**src/rtl/fetch_unit.sv**
```systemverilog
// rtl/fetch_unit.sv - instruction fetch unit: one outstanding memory request, decode hold, redirect squash
// Fields of each accepted word are registered toward decode; a redirect always wins.
module fetch_unit (
   input  logic        clock_i,
   input  logic        resetn_i,
   input  logic        enable_i,
   input  logic        stall_i,
   input  logic        branchValid_i,
   input  logic [15:0] branchTarget_i,
   output logic        memReq_o,
   output logic [15:0] memAddr_o,
   input  logic        memAck_i,
   input  logic [31:0] memData_i,
   output logic        enable_o,
   output logic        isBranch_o,
   output logic        instructionFormat_o,
   output logic [6:0]  opcode_o,
   output logic [4:0]  primOperand_o,
   output logic [15:0] secOperand_o,
   output logic [15:0] pc_o
);

   typedef enum logic [1:0] {IDLE, FETCH, HOLD} state_t;

   state_t      state;
   logic [15:0] pc;
   logic        drop;

   logic unused_reserved;
   assign unused_reserved = ^memData_i[1:0];

   always_ff @(posedge clock_i or negedge resetn_i) begin
      if (!resetn_i) begin
         state               <= IDLE;
         pc                  <= 16'h0000;
         drop                <= 1'b0;
         memReq_o            <= 1'b0;
         memAddr_o           <= 16'h0000;
         enable_o            <= 1'b0;
         isBranch_o          <= 1'b0;
         instructionFormat_o <= 1'b0;
         opcode_o            <= 7'h00;
         primOperand_o       <= 5'h00;
         secOperand_o        <= 16'h0000;
         pc_o                <= 16'h0000;
      end else begin
         case (state)
            IDLE: begin
               if (branchValid_i) begin
                  pc <= branchTarget_i;
               end else if (enable_i) begin
                  state     <= FETCH;
                  memReq_o  <= 1'b1;
                  memAddr_o <= pc;
               end
            end
            FETCH: begin
               if (branchValid_i) begin
                  pc <= branchTarget_i;
                  // Coincident ack retires the request now; otherwise its data is discarded later.
                  if (memAck_i) begin
                     state    <= IDLE;
                     memReq_o <= 1'b0;
                     drop     <= 1'b0;
                  end else begin
                     drop <= 1'b1;
                  end
               end else if (memAck_i) begin
                  memReq_o <= 1'b0;
                  if (drop) begin
                     drop  <= 1'b0;
                     state <= IDLE;
                  end else begin
                     state               <= HOLD;
                     enable_o            <= 1'b1;
                     isBranch_o          <= memData_i[31];
                     instructionFormat_o <= memData_i[30];
                     opcode_o            <= memData_i[29:23];
                     primOperand_o       <= memData_i[22:18];
                     secOperand_o        <= memData_i[17:2];
                     pc_o                <= memAddr_o;
                     pc                  <= pc + 16'd1;
                  end
               end
            end
            HOLD: begin
               if (branchValid_i || !stall_i) begin
                  enable_o <= 1'b0;
                  if (branchValid_i) begin
                     pc <= branchTarget_i;
                  end
                  if (enable_i) begin
                     state     <= FETCH;
                     memReq_o  <= 1'b1;
                     memAddr_o <= branchValid_i ? branchTarget_i : pc;
                  end else begin
                     state <= IDLE;
                  end
               end
            end
            default: state <= IDLE;
         endcase
      end
   end

endmodule
```
**config.mk**
```make
export PLATFORM = sky130hd
export DESIGN_NAME = fetch_unit
export DESIGN_NICKNAME = d
export VERILOG_FILES = /design/src/rtl/fetch_unit.sv
export SDC_FILE = /design/constraint.sdc
export NUM_CORES = 1
export LEC_CHECK = 0
export ABC_AREA = 0
export CAP_MARGIN = 20
export CORE_MARGIN = 5
export CORE_UTILIZATION = 47
export DETAILED_ROUTE_END_ITERATION = 7
export PLACE_DENSITY = 0.87
export SYNTH_ARGS = -nofsm -noshare
export SYNTH_HDL_FRONTEND = slang
export SYNTH_SLANG_ARGS = --single-unit
```
**constraint.sdc**
```tcl
create_clock -name clock_i -period 2.3 [get_ports clock_i]
set_clock_uncertainty 0.15 [all_clocks]
set_input_delay 0.46 -clock clock_i [delete_from_list [all_inputs] [get_ports clock_i]]
set_output_delay 0.46 -clock clock_i [all_outputs]
set_load 0.005 [all_outputs]
```
==> flow_summary.json <==
{
  "ys_top_cells_by_area": "dfrtp_1 (54%), mux2_2 (14%), mux2i_1 (4.7%), o21ai_0 (3.8%), nand2_1 (2.8%)",
  "status": "complete, no violations",
  "rsz0062_at_grt": "no",
  "vias": 3086,
  "arrival_ps": 2140,
  "grt_start_max_net_pins": 42,
  "clk_pin_slew_ps": 80,
  "seqPwrFrac_pct": 42.5,
  "synth_top_cell_by_area": "dfrtp_1",
  "cts_resized": 0,
  "fp.dieW_um": 100,
  "timing.final.crit_share_pct": 87.8,
  "yosysWarnings": 0,
  "synth_edf_count": 0,
  "synth_top_area_share_pct": 54.2,
  "start_kind": "flip-flop",
  "multiInputGateArea_um2": 1630,
  "worstPathMaxFanout": 6,
  "ys_ff_latch": 83,
  "p_sw_mw": 1.57,
  "drtPass1Iterations": 4,
  "final_hold_viol_count": 0,
  "cts-root-buf": "clkbuf_8",
  "slew_viol_final": 0,
  "period_needed_ps": 2020,
  "ios": 118,
  "core_area_um2": 8090,
  "place_congestion": 0.956,
  "area_growth_pct": 42.6,
  "relSlewSlack_pct": 73.7,
  "die-area_um2": 10100,
  "maxCapViolCount": 0,
  "grt_pass1_wl_um": 16200,
  "dpl.hpwl_um": 7360,
  "wl_met3_um": 740,
  "drtAntennaViolNets": 0,
  "final_util_pct": 67.5,
  "synthFlopType": "dfrtp_1",
  "io_buffers": 115,
  "n_fill_cell": 580,
  "insertedDiodeCount": 0,
  "post_dp_cell_area_um2": 5230,
  "setup_viol": 0,
  "gr-usage-all-layers_pct": 20.5,
  "clk_path_buf_depth": 2,
  "syn_inst": 320,
  "p_int_mw": 4.06,
  "tightest_slew_ps": 394,
  "leakagePower_nw": 2.40,
  "start_util_pct": 47.4,
  "ys_types": 53,
  "rows": 33,
  "cts_tree": "yes",
  "yosysSeqAreaShare_pct": 54.2,
  "syn_nets": 375,
  "hp-class": "flip-flop to flip-flop",
  "synth.avg_cell_area_um2": 12.0,
  "fin_area_um2": 5470,
  "nNetsFinal": 507,
  "drive_above_1_share_pct": 21.7,
  "peakVddDrop_uv": 332,
  "h-tree-depth": 3,
  "cp-end-kind": "flip-flop",
  "antenna_found_initial": 0,
  "switching_share_pct": 27.9,
  "clk_latency_ps": 350,
  "wirelength_um": 9910,
  "cp.required_ps": 2420,
  "cts_made_buffers": 9,
  "highest_layer": "met4",
  "whs_ps": 356,
  "wl_met2_um": 4980,
  "async_reset_ff_share_pct": 100,
  "wl_met1_um": 4060,
  "drc": 0,
  "crit_type": "flip-flop to flip-flop",
  "grt_pass1_vias": 3215,
  "combPwrFrac_pct": 36.6,
  "syn_area_um2": 3830,
  "fmax_mhz": 495,
  "drtIter0Drc": 199,
  "die_y_um": 100,
  "drt-vias-per-instance": 5.50,
  "area.sequential_um2": 2080,
  "powerDensity_nw_per_um2": 1030,
  "clockPowerShare_pct": 20.9,
  "numClockSinks": 83,
  "wire_per_inst_um": 17.7,
  "gr-total-overflow": 0
}
-- placed cells by master, fill, tap and decap left out, types with 2 or more instances in the layout --
cell type / count
inv_1: 3
buf_4: 18
a22oi_1: 3
o21ai_0: 29
a2bb2oi_1: 4
dfrtp_1: 83
bufinv_16: 2
a21oi_1: 15
buf_12: 5
mux2_2: 46
clkdlybuf4s50_1: 114
a31oi_1: 4
clkbuf_8: 11
mux2i_1: 18
o22ai_1: 4
nand2_1: 29
a221o_1: 2
nand3_1: 13
o21ai_1: 5
mux2_1: 2
nor2_1: 7
nor3_1: 4
nand4_1: 2
-- repair_timing --
action / CTS / global route
hold buffers: 1 / 0
setup buffers: 0 / 0
endpoints found under the hold margin: 21 / 0
-- sequential cells by signal (all words and copies together) (netlist names) --
register / count
drop: 1
enable_o: 1
instructionFormat_o: 1
isBranch_o: 1
memAddr_o: 16
memReq_o: 1
opcode_o: 7
pc: 16
pc_o: 16
primOperand_o: 5
secOperand_o: 16
state: 2
-- synthesized netlist by cell type, drive strengths merged (5+ instances only) --
cell type,count
mux2,48
nor2,8
a21oi,15
nand3,14
buf,12
mux2i,18
o21ai,35
dfrtp,83
clkbuf,5
nand2,29
nor3,5
-- metrics by stage --
step                cells  power [mW]  TNS [ps]  worst slack, ps
global placement      545        4.38         0             5.81
detailed placement    545        4.51      -132            -40.7
finish                561        5.63         0              280
CTS                   561        5.68         0              308
floorplan             320        3.11         0              478
global route          561        5.97         0              181
-- layout make-up --
class,count,share of cell area (%)
sequential,83,38.0
clock inverter,4,1.35
multi-input combinational,216,29.8
timing repair buffer,138,25.4
clock buffer,11,2.77
inverter,4,0.275
tap,105,2.40
-- power groups by stage --
stage | Combinational [mW] | Sequential [mW] | Clock (mW)
after detailed placement | 2.09 | 2.42 | 0
final | 2.06 | 2.40 | 1.18
after global routing | 2.23 | 2.48 | 1.26
after floorplan | 0.720 | 2.39 | 0
after global placement | 2.01 | 2.36 | 0
after CTS | 2.09 | 2.39 | 1.19
-- layer usage --
| metal | vias to the layer above | global-route usage [%] |
|---|---|---|
| li1 | 1440 | - |
| met1 | 1515 | 25.4 |
| met2 | 120 | 34.6 |
| met3 | 11 | 6.05 |
| met4 | 0 | 6.63 |
| met5 | - | 0 |
-- kinds of logic after synthesis --
family | count (synthesis) | synth area share (%)
and+or+nand+nor | 73 | 11.1
buffers and inverters | 21 | 3.43
DFF | 83 | 54.2
adders and majority gates | 1 | 0.326
muxes | 66 | 18.8
AOI/OAI and AO/OA | 76 | 12.2
-- worst max-delay path, stage by stage, from the launching register on --
cell and delay [ps]:
dfrtp_1 450, ha_1 280, nand3b_4 120, nor3_4 320
nand3_1 180, mux2_2 310, o21ai_1 140
-- worst paths after layout --
check	to	slack, ps	cells past startpoint	from
min reg2reg	opcode_o[3]	360	1	opcode_o[3]
max reg2reg	pc[8]	280	6	pc[0]
max	pc[8]	280	6	pc[0]
min in group asynchronous	memAddr_o[1]	400	2	resetn_i
max in group asynchronous	memAddr_o[4]	1010	3	resetn_i
min	opcode_o[3]	360	1	opcode_o[3]
Power figures use the tool's default switching activity.
